$ cat config.mk
export PLATFORM = sky130hd
export DESIGN_NAME = wb_stage_flat
export DESIGN_NICKNAME = d
export VERILOG_FILES = /design/src/rtl/wb_stage_if.sv /design/src/rtl/wb_stage.sv /design/src/flat_wrapper.sv
export SDC_FILE = /design/constraint.sdc
export NUM_CORES = 1
export LEC_CHECK = 0
export BUFFER_PORTS_ARGS = -buffer_cell sky130_fd_sc_hd__buf_4
export CORE_MARGIN = 3
export CORE_UTILIZATION = 50
export DETAILED_ROUTE_END_ITERATION = 8
export GPL_ROUTABILITY_DRIVEN = 0
export PLACE_DENSITY = 0.86
export SYNTH_ARGS = -nofsm -noshare
export SYNTH_HDL_FRONTEND = slang
export SYNTH_SLANG_ARGS = --single-unit
$ cat constraint.sdc
create_clock -name clk -period 2.83 [get_ports clk]
set_input_delay 0.849 -clock clk [delete_from_list [all_inputs] [get_ports clk]]
set_output_delay 0.849 -clock clk [all_outputs]
set_load 0.01 [all_outputs]
$ cat src/rtl/wb_stage_if.sv
// wb_stage_if: memory-stage offer/accept handshake plus the data-memory load response into wb_stage.
// With WB_DEBUG_TRACE_EN defined, the memory stage also supplies the instruction PC.
interface wb_stage_if #(
  parameter int DATA_W = 32,
  parameter int REG_AW = 5
);
  logic              m_valid;
  logic              m_ready;
  logic [REG_AW-1:0] m_wa;
  logic              m_we;
  logic [DATA_W-1:0] m_result;
  logic              m_is_load;
  logic [2:0]        m_load_type;
  logic [1:0]        m_addr_lo;
  logic              dresp_data_ok;
  logic [DATA_W-1:0] dresp_data;
`ifdef WB_DEBUG_TRACE_EN
  logic [31:0]       m_pc;
  modport master(output m_valid, m_wa, m_we, m_result, m_is_load, m_load_type, m_addr_lo,
                 dresp_data_ok, dresp_data, m_pc, input m_ready);
  modport slave(input m_valid, m_wa, m_we, m_result, m_is_load, m_load_type, m_addr_lo,
                dresp_data_ok, dresp_data, m_pc, output m_ready);
`else
  modport master(output m_valid, m_wa, m_we, m_result, m_is_load, m_load_type, m_addr_lo,
                 dresp_data_ok, dresp_data, input m_ready);
  modport slave(input m_valid, m_wa, m_we, m_result, m_is_load, m_load_type, m_addr_lo,
                dresp_data_ok, dresp_data, output m_ready);
`endif
endinterface

$ cat src/rtl/wb_stage.sv
// wb_stage: MEM->WB stage driving the register-file write port, aligning load data and exposing bypass status.
// Defining WB_DEBUG_TRACE_EN adds the held PC and the debug_wb_* trace outputs.
module wb_stage #(
  parameter int DATA_W = 32,
  parameter int REG_AW = 5
) (
  input  logic              clk,
  input  logic              resetn,
  wb_stage_if.slave         m,
  output logic [REG_AW-1:0] wa3,
  output logic              write_enable,
  output logic [DATA_W-1:0] wd3,
  output logic              fwd_valid,
  output logic              fwd_pending,
  output logic [REG_AW-1:0] fwd_wa
`ifdef WB_DEBUG_TRACE_EN
  ,
  output logic [31:0]       debug_wb_pc,
  output logic [3:0]        debug_wb_rf_wen,
  output logic [4:0]        debug_wb_rf_wnum,
  output logic [31:0]       debug_wb_rf_wdata
`endif
);
  typedef enum logic [1:0] {IDLE, WAIT_DATA, COMMIT} state_t;
  state_t            state_q, state_d;
  logic [REG_AW-1:0] wa_q, wa_d;
  logic              we_q, we_d;
  logic [DATA_W-1:0] val_q, val_d;
  logic [2:0]        lt_q, lt_d;
  logic [1:0]        lo_q, lo_d;
  logic              accept;
  logic [7:0]        b;
  logic [15:0]       h;
  logic [DATA_W-1:0] aligned;
  assign m.m_ready = (state_q == IDLE) || (state_q == COMMIT);
  assign accept = m.m_valid && m.m_ready;
  always_comb begin
    b = m.dresp_data[{lo_q, 3'b000} +: 8];
    h = m.dresp_data[{lo_q[1], 4'b0000} +: 16];
    aligned = lt_q == 3'b000 ? {{24{b[7]}}, b} :
              lt_q == 3'b001 ? {{16{h[15]}}, h} :
              lt_q == 3'b100 ? {24'b0, b} :
              lt_q == 3'b101 ? {16'b0, h} : m.dresp_data;
  end
  // Accept only happens in IDLE/COMMIT, so it never races the load-data capture.
  always_comb begin
    state_d = state_q;
    wa_d    = wa_q;
    we_d    = we_q;
    val_d   = val_q;
    lt_d    = lt_q;
    lo_d    = lo_q;
    if (accept) begin
      wa_d    = m.m_wa;
      we_d    = m.m_we;
      val_d   = m.m_result;
      lt_d    = m.m_load_type;
      lo_d    = m.m_addr_lo;
      state_d = m.m_is_load ? WAIT_DATA : COMMIT;
    end else if (state_q == WAIT_DATA && m.dresp_data_ok) begin
      val_d   = aligned;
      state_d = COMMIT;
    end else if (state_q == COMMIT) begin
      state_d = IDLE;
    end
  end
  always_ff @(posedge clk or negedge resetn) begin
    if (!resetn) begin
      state_q <= IDLE;
      wa_q    <= '0;
      we_q    <= 1'b0;
      val_q   <= '0;
      lt_q    <= '0;
      lo_q    <= '0;
    end else begin
      state_q <= state_d;
      wa_q    <= wa_d;
      we_q    <= we_d;
      val_q   <= val_d;
      lt_q    <= lt_d;
      lo_q    <= lo_d;
    end
  end
  assign write_enable = (state_q == COMMIT) && we_q && (wa_q != '0);
  assign wa3          = wa_q;
  assign wd3          = val_q;
  assign fwd_valid    = write_enable;
  assign fwd_pending  = (state_q == WAIT_DATA) && we_q && (wa_q != '0);
  assign fwd_wa       = wa_q;
`ifdef WB_DEBUG_TRACE_EN
  logic [31:0] pc_q, pc_d;
  assign pc_d = accept ? m.m_pc : pc_q;
  always_ff @(posedge clk or negedge resetn) begin
    if (!resetn) pc_q <= '0;
    else pc_q <= pc_d;
  end
  assign debug_wb_pc       = pc_q;
  assign debug_wb_rf_wen   = {4{write_enable}};
  assign debug_wb_rf_wnum  = wa3;
  assign debug_wb_rf_wdata = wd3;
`endif
endmodule

$ cat src/flat_wrapper.sv
// flat-port wrapper written by rule: the top's interface ports become plain ports
module wb_stage_flat 
#(
  parameter int DATA_W = 32,
  parameter int REG_AW = 5
)
  (clk, resetn, wa3, write_enable, wd3, fwd_valid, fwd_pending, fwd_wa, m_m_valid, m_m_wa, m_m_we, m_m_result, m_m_is_load, m_m_load_type, m_m_addr_lo, m_dresp_data_ok, m_dresp_data, m_m_ready);
  wb_stage_if #(.DATA_W(DATA_W), .REG_AW(REG_AW)) m_i ();
  input  logic clk;
  input  logic resetn;
  output logic [REG_AW-1:0] wa3;
  output logic write_enable;
  output logic [DATA_W-1:0] wd3;
  output logic fwd_valid;
  output logic fwd_pending;
  output logic [REG_AW-1:0] fwd_wa;
  input wire logic [$bits(m_i.m_valid)-1:0] m_m_valid;
  input wire logic [$bits(m_i.m_wa)-1:0] m_m_wa;
  input wire logic [$bits(m_i.m_we)-1:0] m_m_we;
  input wire logic [$bits(m_i.m_result)-1:0] m_m_result;
  input wire logic [$bits(m_i.m_is_load)-1:0] m_m_is_load;
  input wire logic [$bits(m_i.m_load_type)-1:0] m_m_load_type;
  input wire logic [$bits(m_i.m_addr_lo)-1:0] m_m_addr_lo;
  input wire logic [$bits(m_i.dresp_data_ok)-1:0] m_dresp_data_ok;
  input wire logic [$bits(m_i.dresp_data)-1:0] m_dresp_data;
  output wire logic [$bits(m_i.m_ready)-1:0] m_m_ready;
  assign m_i.m_valid = m_m_valid;
  assign m_i.m_wa = m_m_wa;
  assign m_i.m_we = m_m_we;
  assign m_i.m_result = m_m_result;
  assign m_i.m_is_load = m_m_is_load;
  assign m_i.m_load_type = m_m_load_type;
  assign m_i.m_addr_lo = m_m_addr_lo;
  assign m_i.dresp_data_ok = m_dresp_data_ok;
  assign m_i.dresp_data = m_dresp_data;
  assign m_m_ready = m_i.m_ready;
  wb_stage #(.DATA_W(DATA_W), .REG_AW(REG_AW)) u_core (.clk(clk), .resetn(resetn), .m(m_i), .wa3(wa3), .write_enable(write_enable), .wd3(wd3), .fwd_valid(fwd_valid), .fwd_pending(fwd_pending), .fwd_wa(fwd_wa));
endmodule
== Word level (Yosys, flattened, before mapping) ==
Index checks and enable logic that the tools add are counted.

* Register bits: 45
* Bits of input ports: 80
* Logic and storage cells: 35

* Eq/ne operators: 5
* Shifts and indexed selects: 2
* Muxes and demuxes: 10
* Reduce and logical (&&, ||, !) cells: 12

{| class="wikitable"
|+ Operators with widths
! cell !! number
|-
| two-way mux 32 bit || 6
|-
| variable part select 32 x 6 -> 16 bit || 1
|-
| variable part select 32 x 6 -> 8 bit || 1
|-
| two-way mux 2 bit || 4
|-
| equality test 3 bit, second input constant || 2
|-
| logical AND 1 bit || 6
|-
| nonzero test 5 bit || 1
|-
| equality test 3 x 1 -> 1 bit, second input constant || 1
|-
| zero test 3 bit || 1
|-
| nonzero test 3 bit || 1
|-
| equality test 2 x 1 -> 1 bit, second input constant || 1
|-
| equality test 2 bit, second input constant || 1
|-
| zero test 2 bit || 1
|-
| nonzero test 2 bit || 1
|-
| logical OR 1 bit || 1
|}

== Logic depth before layout (Yosys ltp) ==
Gate-level depths: netlist of run 1.

* Depth in word-level cells: 7
* Depth in mapped cells: 7
* Gate-level depth less buffers: 4

== Worst setup path after synthesis of run 1 ==
Ideal clock, no wire load.

* Path kind: reg2out
* From: reg u_core.wa_q[1], in the netlist u_core.fwd_wa[1]
* To: out write_enable
* Data arrival time: 1.388 ns
* Required time: 1.981 ns
* Slack: 0.593 ns
* Cell stages (with the launch flop): 5
* Cell sequence: dfrtp_1 > or4_1 > o21ai_0 > nor3b_1 > buf_4

* Cells in the longest elaborated chain, start to end: 2

{| class="wikitable"
|+ RTL lines
! element !! line !! RTL
|-
| from (decl) || wb_stage.sv:26 || <nowiki>logic [REG_AW-1:0] wa_q, wa_d;</nowiki>
|-
| from (signal assigned) || wb_stage.sv:77 || <nowiki>wa_q <= wa_d;</nowiki>
|-
| nonzero test 5 bit || wb_stage.sv:84 || <nowiki>assign write_enable = (state_q == COMMIT) && we_q && (wa_q != '0);</nowiki>
|-
| logical AND 1 bit || wb_stage.sv:84 ||
|-
| to (decl) || flat_wrapper.sv:12 || <nowiki>output logic write_enable;</nowiki>
|}

Every way passes these cells.

== Final worst setup path of run 1 ==
* From: reg u_core.wa_q[1], in the netlist u_core.fwd_wa[1]
* To: out fwd_valid

* Cells in the longest elaborated chain, start to end: 2

{| class="wikitable"
|+ RTL lines
! element !! line !! RTL
|-
| nonzero test 5 bit || wb_stage.sv:84 ||
|-
| logical AND 1 bit || wb_stage.sv:84 ||
|-
| to (decl) || flat_wrapper.sv:14 || <nowiki>output logic fwd_valid;</nowiki>
|}

Every way passes these cells.

==> reports/metrics.cfg, run 1 <==
[sta]
min_period_over_period_pct = 92.0
maxSlewViolCount = 0
finalSetupViolations = 0
finalWorstSetupSlack_ns = 0.227
tns_ns = 0
final_hold_viol_count = 0
relSlewSlack_pct = 46.4
rsz0062_at_grt = false
tightest_slew_ns = 0.805
fmax_ghz = 0.384
layout_min_cycle_time_ns = 2.60
whs_ns = 0.476
fin_skew_ns = 0.0106

[setup_path]
required_ns = 1.98
end_kind = output port
r2r-end = u_core.wd3[9]
rr_startpoint = u_core.lt_q[1]
reg2regPathDepth = 4
critPathKind = reg2out
crit_arrival_ns = 1.75
cp-endpoint = fwd_valid
critPathMaxFanout = 4
cp-startpoint = u_core.fwd_wa[1]
startpoint_type = register
r2r_slack_ns = 0.87

[drt]
drt-total-wl_um = 7950
avgViaCountPerCell = 5.72
drcViolationCount = 0
drtIter0Drc = 229
via_count = 2629
post_drt_wl_per_cell_um = 17.3
first_pass_iters = 7
ant_nets = 0

[clocking]
postCtsSetupBuffers = 0
cts_tree = done
cts_buffers = 5
clk_latency_ns = 0.30
holdBufCountCts = 0
cts_resized = 0
cts_root_buf = clkbuf_8
clock_path_buffers = 2
cts.sinks = 45
cts_max_level = 2
clk_pin_slew_ns = 0.09

[outcome]
outcome = finished, final reports clean

[placement]
post-dp-hpwl_um = 5980
place_ws_ns = 0.564
portBuffers = 125

[floorplan]
initial_core_util_pct = 53.1
die_x_um = 77.8
die_y_um = 77.8
boundaryPins = 126
core.rowCount = 25
core-area_um2 = 4850
die_area_um2 = 6050

[finish]
area_growth_pct = 39.0
n_antenna_cell = 0
fillers = 377
drive_gt1_share_pct = 38.7
nets = 472

[synthesis]
syn_area_um2 = 2570
yosysWarnings = 0
synth_top_area_share_pct = 43.7
ys.flop_type = dfrtp_1
yosysUniqueCellTypes = 38
ys_top_cells_by_count = nand2_1, dfrtp_1, a21oi_1
syn_area_per_cell_um2 = 9.13
yosys.area.top_type = dfrtp_1
seq_area_frac_synth_pct = 43.7
synthCells = 282
synth_seq_cells = 45
yosysMostFrequentCell = nand2_1
synthTopCellsByArea = dfrtp_1, nand2_1, a21oi_1, o22ai_1, buf_4
synth-edff-count = 0
synthesis.nets = 362
synth_async_sr_flop_share_pct = 100

[pwr]
finalPower_mw = 3.80
leakagePower_nw = 1.68
power_density_nw_per_um2 = 1060
vdd_drop_max_mv = 0.532

[global_routing]
antenna_found_initial = 0
grt_pass1_wl_um = 12600
gr-usage-met3_pct = 5.45
grt_max_degree = 46
grtUsageTotal_pct = 26.1
gr-usage-met2_pct = 44.3
use_met1_pct = 32.9
grt_pass1_vias = 2604
grt_overflow = 0
top_usage_layer = met2

[job]
maxCapViolCount = 0

[min_path]
holdCritPathClass = reg2reg

## cell families (layout without fill, tap and decap cells)
group	after synthesis	in the layout	synth area share, %
buffers and inverters	30	141	7.00
AOI/OAI and AO/OA	96	96	23.7
DFF	45	45	43.7
muxes	9	9	4.81
and+or+nand+nor	102	102	20.7
## worst min-delay path by stage
| stage | slack (ns) | depth (start not counted) | start | end |
|---|---|---|---|---|
| global placement | 0.46 | 2 | u_core.we_q | u_core.we_q |
| finish | 0.48 | 2 | u_core.we_q | u_core.we_q |
| CTS | 0.48 | 2 | u_core.we_q | u_core.we_q |
| floorplan | 0.44 | 2 | u_core.we_q | u_core.we_q |
| detailed placement | 0.46 | 2 | u_core.we_q | u_core.we_q |
| global route | 0.49 | 2 | u_core.we_q | u_core.we_q |
## layer usage
metal | up-vias | share of wire [%]
met5 | - | 0
met4 | 0 | 2.3
met3 | 16 | 9.0
met2 | 144 | 50
met1 | 1234 | 39
li1 | 1235 | -
## per-stage QoR
| step | utilization [%] | std cells | area, um2 |
|---|---|---|---|
| after floorplan | - | 282 | 2570 |
| after global placement | 71.4 | 452 | 3460 |
| after detailed placement | 71.4 | 452 | 3460 |
| after CTS | 73.8 | 460 | 3580 |
| after global routing | 73.8 | 460 | 3580 |
| final | 73.8 | 460 | 3580 |
## critical path, cell delays in order, from the launching register on
cell and delay (ns):
dfrtp_1 0.41, or4_1 0.54, o21ai_0 0.25, nor3b_1 0.10, buf_4 0.16
## final cells by class
| class | count | area, um2 | share of cell area (%) |
|---|---|---|---|
| clock inverter | 1 | 30.0 | 0.839 |
| timing repair buffer | 129 | 968 | 27.1 |
| sequential | 45 | 1130 | 31.5 |
| inverter | 4 | 15.0 | 0.420 |
| multi-input combinational | 207 | 1270 | 35.5 |
| tap | 67 | 83.8 | 2.34 |
| clock buffer | 7 | 86.3 | 2.41 |
## cells in the final DEF (no fill, tap or decap), types with 3 or more instances in the layout
master	instances
a21boi_0	5
a21oi_1	28
a222oi_1	6
a22oi_1	7
a31oi_1	7
and3_1	6
buf_4	129
clkbuf_8	6
dfrtp_1	45
inv_1	3
mux2_2	7
nand2_1	56
nand2b_1	9
nor2_1	4
nor2b_1	7
nor3_1	3
o21ai_0	16
o21ai_1	3
o22ai_1	17
or3_1	9
## where the power goes
group          switching (mW)  total (mW)  internal [mW]
Sequential              0.327        1.29          0.967
Clock                   0.210       0.498          0.288
Combinational            1.01        2.01          0.999
Total                    1.54        3.80           2.25
## flip-flops by register name (all words and copies together) (netlist names)
register,count
u_core.state_q,2
u_core.lt_q,3
u_core.we_q,1
u_core.wd3,32
u_core.fwd_wa,5
u_core.lo_q,2
(Power assumes the default switching activity.)
==> inputs of run 2 (changes only) <==
==> constraint.sdc (replaced) <==
create_clock -name clk -period 2.83 [get_ports clk]
set_input_delay 0.566 -clock clk [delete_from_list [all_inputs] [get_ports clk]]
set_output_delay 0.566 -clock clk [all_outputs]
set_load 0.01 [all_outputs]
==> reports/metrics.cfg, run 2 (synthesis gave the netlist of run 1 again) <==
[drt]
first_pass_iters = 5  ; -2
drtIter0Drc = 204  ; -11%
drt-total-wl_um = 7740  ; -2.7%
drcViolationCount = 0  ; unchanged
avgViaCountPerCell = 5.64  ; -1.3%
post_drt_wl_per_cell_um = 16.8  ; -2.7%
via_count = 2595  ; -1.3%
ant_nets = 0  ; unchanged

[global_routing]
top_usage_layer = met2
use_met1_pct = 32.7  ; -0.20 points
grt_pass1_vias = 2529  ; -2.9%
antenna_found_initial = 0  ; unchanged
grt_pass1_wl_um = 12300  ; -2.3%
grtUsageTotal_pct = 25.6  ; -0.53 points
gr-usage-met3_pct = 5.68  ; +0.23 points
grt_max_degree = 46  ; unchanged
grt_overflow = 0  ; unchanged
gr-usage-met2_pct = 42.7  ; -1.5 points

[sta]
min_period_over_period_pct = 80.9  ; -11 points
finalWorstSetupSlack_ns = 0.540  ; +0.313 ns
tns_ns = 0  ; unchanged
fin_skew_ns = 0.00769  ; -0.00286 ns
fmax_ghz = 0.437  ; +14%
maxSlewViolCount = 0  ; unchanged
tightest_slew_ns = 0.594  ; -0.210 ns
relSlewSlack_pct = 60.4  ; +14 points
finalSetupViolations = 0  ; unchanged
rsz0062_at_grt = false
final_hold_viol_count = 0  ; unchanged
layout_min_cycle_time_ns = 2.29  ; -0.313 ns

[pwr]
p_int_mw = 2.19  ; -3.0%
finalPower_mw = 3.71  ; -2.2%
clockPowerShare_pct = 11.7  ; -1.4 points
leakagePower_nw = 1.68  ; -0.25%
pwr-share-comb_pct = 54.1  ; +1.3 points
swShare_pct = 41.1  ; +0.49 points
power_density_nw_per_um2 = 1040  ; -1.8%
vdd_drop_max_mv = 0.501  ; -5.9%
p_sw_mw = 1.53  ; -1.0%
seqPwrFrac_pct = 34.2  ; about the same

[setup_path]
reg2regPathDepth = 3  ; -1
rr_startpoint = u_core.lo_q[1]
crit_arrival_ns = 1.72  ; -0.03 ns
critPathKind = reg2out
cp-endpoint = fwd_valid
critPathMaxFanout = 4  ; unchanged
r2r-end = u_core.wd3[27]
r2r_slack_ns = 0.88  ; about the same
end_kind = output port
cp-startpoint = u_core.fwd_wa[1]
required_ns = 2.26  ; +0.28 ns
startpoint_type = register

[clocking]
postCtsSetupBuffers = 0  ; unchanged
cts_root_buf = clkbuf_8
cts.sinks = 45  ; unchanged
cts_tree = done
holdBufCountCts = 0  ; unchanged
cts_max_level = 2  ; unchanged
clock_path_buffers = 2  ; unchanged
clk_pin_slew_ns = 0.08  ; about the same
clk_latency_ns = 0.29  ; about the same
cts_buffers = 5  ; unchanged
cts_resized = 0  ; unchanged

[job]
maxCapViolCount = 0  ; unchanged

[floorplan]
initial_core_util_pct = 53.1  ; unchanged
die_x_um = 77.8  ; unchanged
die_y_um = 77.8  ; unchanged
die_area_um2 = 6050  ; unchanged
boundaryPins = 126  ; unchanged
core.rowCount = 25  ; unchanged
core-area_um2 = 4850  ; unchanged

[outcome]
outcome = finished, final reports clean

[finish]
nets = 472  ; unchanged
layout_commonest_cell = buf_4
area_growth_pct = 38.4
final_cell_area_um2 = 3560  ; -0.42%
n_antenna_cell = 0  ; unchanged
drive_gt1_share_pct = 38.9  ; +0.25 points
layout_common_cells = buf_4, nand2_1, dfrtp_1, a21oi_1, o22ai_1
largest_reg_flops = 32  ; unchanged

[min_path]
holdCritPathClass = in2async

[placement]
portBuffers = 125  ; unchanged
post-dp-hpwl_um = 5840  ; -2.4%
place_ws_ns = 0.859  ; +0.294 ns
placedInstanceArea_um2 = 3460  ; unchanged

-- run 2: metal layers --
metal  routed length, um  part of all wire [%]  vias to the layer above
li1                    -                     -                     1240
met2                3850                    50                      104
met5                   0                     0                        -
met4                 215                   2.8                        0
met3                 572                   7.4                       22
met1                3100                    40                     1229
-- run 2: stage by stage --
stage | cells | hold WS, ns | utilization [%]
5_1_grt | 460 | 0.305 | 73.5
2_1_floorplan | 282 | 0.270 | -
6_report | 460 | 0.261 | 73.5
3_3_place_gp | 452 | 0.455 | 71.4
4_1_cts | 460 | 0.279 | 73.5
3_5_place_dp | 452 | 0.461 | 71.4
-- run 2: worst min path at each step --
stage	slack, ns	startpoint	to
5_1_grt	0.31	resetn	u_core.wd3[28]
3_3_place_gp	0.46	u_core.we_q	u_core.we_q
3_5_place_dp	0.46	u_core.we_q	u_core.we_q
6_report	0.26	resetn	u_core.wd3[27]
2_1_floorplan	0.27	resetn	u_core.fwd_wa[0]
4_1_cts	0.28	resetn	u_core.wd3[27]
-- run 2: critical path: stages, from the launching register on --
cell and delay [ns]:
dfrtp_1 0.41, or4_1 0.53, o21ai_0 0.24, nor3b_1 0.10
buf_4 0.16
-- run 2: layout make-up --
type                    instances  area, um2
clock buffers                   7       96.3
multi-input cells             207       1270
fillers                       368       1280
flip-flops and latches         45       1130
repair buffers                129        968
well taps                      67       83.8
clock inverters                 1       5.00
inverters                       4       15.0
-- run 2: power by group through the flow --
stage,Combinational (mW),Sequential [mW],Clock (mW)
after detailed placement,2.01,1.28,0
final,2.01,1.27,0.434
after CTS,2.01,1.27,0.443
after floorplan,1.24,1.29,0
after global placement,1.95,1.27,0
after global routing,2.20,1.33,0.464
==> inputs of run 3 (changes only) <==
--- a/config.mk
+++ b/config.mk
@@ -5,12 +5,13 @@
 export SDC_FILE = /design/constraint.sdc
 export NUM_CORES = 1
 export LEC_CHECK = 0
+export ABC_AREA = 1
 export BUFFER_PORTS_ARGS = -buffer_cell sky130_fd_sc_hd__buf_4
 export CORE_MARGIN = 3
-export CORE_UTILIZATION = 50
+export CORE_UTILIZATION = 48
 export DETAILED_ROUTE_END_ITERATION = 8
 export GPL_ROUTABILITY_DRIVEN = 0
-export PLACE_DENSITY = 0.86
+export PLACE_DENSITY = 0.81
 export SYNTH_ARGS = -nofsm -noshare
 export SYNTH_HDL_FRONTEND = slang
 export SYNTH_SLANG_ARGS = --single-unit
==> constraint.sdc (replaced) <==
create_clock -name clk -period 2.3 [get_ports clk]
set_input_delay 0.46 -clock clk [delete_from_list [all_inputs] [get_ports clk]]
set_output_delay 0.46 -clock clk [all_outputs]
set_load 0.01 [all_outputs]
==> reports/metrics.cfg, run 3 <==
[pwr]
vdd_drop_max_mv = 0.736  ; +47%
leakagePower_nw = 2.19  ; +30%
power_density_nw_per_um2 = 1290  ; +24%

[synthesis]
synthCells = 412  ; +46%
synth_top_area_share_pct = 39.4  ; -4.3 points
yosysMostFrequentCell = nand2_1
seq_area_frac_synth_pct = 39.4  ; -4.3 points
synthTopCellsByArea = dfrtp_1, nand2_1, o21ai_0, inv_1, nand4_1
yosysUniqueCellTypes = 26  ; -32%
synth_seq_cells = 45  ; unchanged
synth_async_sr_flop_share_pct = 100  ; unchanged
syn_area_um2 = 2860  ; +11%
synth-edff-count = 0  ; unchanged
ys_top_cells_by_count = nand2_1, o21ai_0, dfrtp_1, inv_1, nor2_1
synthesis.nets = 492  ; +36%
yosys.area.top_type = dfrtp_1
syn_area_per_cell_um2 = 6.94  ; -24%
ys.flop_type = dfrtp_1
yosysWarnings = 0  ; unchanged

[drt]
post_drt_wl_per_cell_um = 14.0  ; -17%
wl_met3_um = 668  ; +17%
ant_nets = 0  ; unchanged
drtIter0Drc = 200  ; -2.0%
avgViaCountPerCell = 5.20  ; -7.8%
highest_layer = met4
drcViolationCount = 0  ; unchanged
wl_met2_um = 4100  ; +6.5%
via_count = 3083  ; +19%
wl_met1_um = 3450  ; +11%
first_pass_iters = 5  ; unchanged
drt-total-wl_um = 8320  ; +7.5%

[clocking]
postCtsSetupBuffers = 0  ; unchanged
cts_buffers = 5  ; unchanged
cts_tree = done
clk_latency_ns = 0.30  ; about the same
cts_max_level = 2  ; unchanged
clock_path_buffers = 2  ; unchanged
clk_pin_slew_ns = 0.09  ; about the same
cts_resized = 0  ; unchanged
cts_root_buf = clkbuf_8
cts.sinks = 45  ; unchanged
holdBufCountCts = 0  ; unchanged

[sta]
min_period_over_period_pct = 82.6
tns_ns = 0  ; unchanged
finalSetupViolations = 0  ; unchanged
relSlewSlack_pct = 62.7  ; +2.3 points
tightest_slew_ns = 0.559  ; -0.0350 ns
rsz0062_at_grt = false
finalWorstSetupSlack_ns = 0.400  ; -0.140 ns
whs_ns = 0.143  ; -0.118 ns
fmax_ghz = 0.526
fin_skew_ns = 0.00707  ; -0.000620 ns
final_hold_viol_count = 0  ; unchanged
maxSlewViolCount = 0  ; unchanged
layout_min_cycle_time_ns = 1.90

[setup_path]
crit_arrival_ns = 2.09  ; +0.37 ns
critPathMaxFanout = 23  ; +19
startpoint_type = register
reg2regPathDepth = 8  ; +5
critPathKind = reg2reg
required_ns = 2.49  ; +0.23 ns
end_kind = register

[finish]
drive_gt1_share_pct = 30.9  ; -8.0 points
area_growth_pct = 34.7
fillers = 493  ; +34%
n_antenna_cell = 0  ; unchanged
final_cell_area_um2 = 3850  ; +8.0%
layout_commonest_cell = nand2_1
layout_common_cells = nand2_1, buf_4, o21ai_0, inv_1, dfrtp_1
largest_reg_flops = 32  ; unchanged
nets = 600  ; +27%

[global_routing]
grt_overflow = 0  ; unchanged
antenna_found_initial = 0  ; unchanged
grt_pass1_wl_um = 13700  ; +12%
grt_max_degree = 55  ; +20%
grt_pass1_vias = 2904  ; +15%
grtUsageTotal_pct = 24.0  ; -1.6 points

[floorplan]
die_y_um = 83.2  ; +7.0%
core.rowCount = 27  ; +8.0%
initial_core_util_pct = 50.7  ; -2.4 points
die_x_um = 83.2  ; +7.0%
die_area_um2 = 6920  ; +14%
boundaryPins = 126  ; unchanged
core-area_um2 = 5640  ; +16%

[placement]
place_ws_ns = 0.465  ; -0.394 ns
post-dp-hpwl_um = 6420  ; +10%
placedInstanceArea_um2 = 3750  ; +8.3%
portBuffers = 125  ; unchanged

[min_path]
holdCritPathClass = in2async

[job]
maxCapViolCount = 0  ; unchanged

[outcome]
outcome = finished, final reports clean

run 3: cell count changes after synthesis, moves of 8 or more:
cell	previous run	this run
buf_2	6	15
o21ai_0	16	50
nand4_1	0	16
nand2b_1	9	0
nor2_1	4	22
nand2_1	56	133
o21bai_1	0	9
inv_1	3	45
a21oi_1	28	11
o22ai_1	17	9
or3_1	9	0
run 3: critical path, cell delays in order (launching register included):
cell and delay [ns]:
dfrtp_1 0.52, inv_2 0.32, nand2_1 0.21, nand3_2 0.12, nand2_2 0.08, nand2_4 0.15
nand2_2 0.15, o21bai_1 0.21, inv_1 0.05
run 3: cell type report:
type	count	area, um2	share of cell area, %
flip-flops and latches	45	1130	29.2
well taps	72	90.1	2.34
inverters	52	195	5.07
repair buffers	129	968	25.2
clock inverters	1	5.00	0.130
multi-input cells	287	1370	35.6
clock buffers	7	96.3	2.50
run 3: logic make-up after synthesis:
family,synth area share [%]
AOI/OAI and AO/OA,18.2
buffers and inverters,12.7
DFF,39.4
and+or+nand+nor,29.6
run 3: routing by layer:
layer | vias up | track usage [%]
li1 | 1528 | -
met5 | - | 0
met2 | 122 | 41.6
met1 | 1419 | 31.1
met3 | 14 | 4.76
met4 | 0 | 4.90
run 3: final timing paths:
path / start / to / slack (ns)
setup / recovery: u_core.lo_q[1] / u_core.wd3[8] / 0.40
min in group clk: m_m_wa[0] / u_core.fwd_wa[0] / 0.35
max in group asynchronous: resetn / u_core.wd3[9] / 1.77
setup reg to reg: u_core.lo_q[1] / u_core.wd3[8] / 0.40
hold reg to reg: u_core.wd3[23] / u_core.wd3[23] / 0.49
hold / removal: resetn / u_core.wd3[29] / 0.14
run 3: where the power goes:
group	switching (mW)	leakage, nW	internal, mW
Clock	0.266	0.0542	0.272
Combinational	1.71	1.58	1.25
Sequential	0.283	0.549	1.19
run 3: through the flow:
step	utilization [%]	total power, mW	instances
after floorplan	-	3.44	412
after global placement	66.4	4.35	585
after detailed placement	66.4	4.43	585
after CTS	68.2	4.98	593
after global routing	68.2	5.44	593
final	68.2	4.96	593
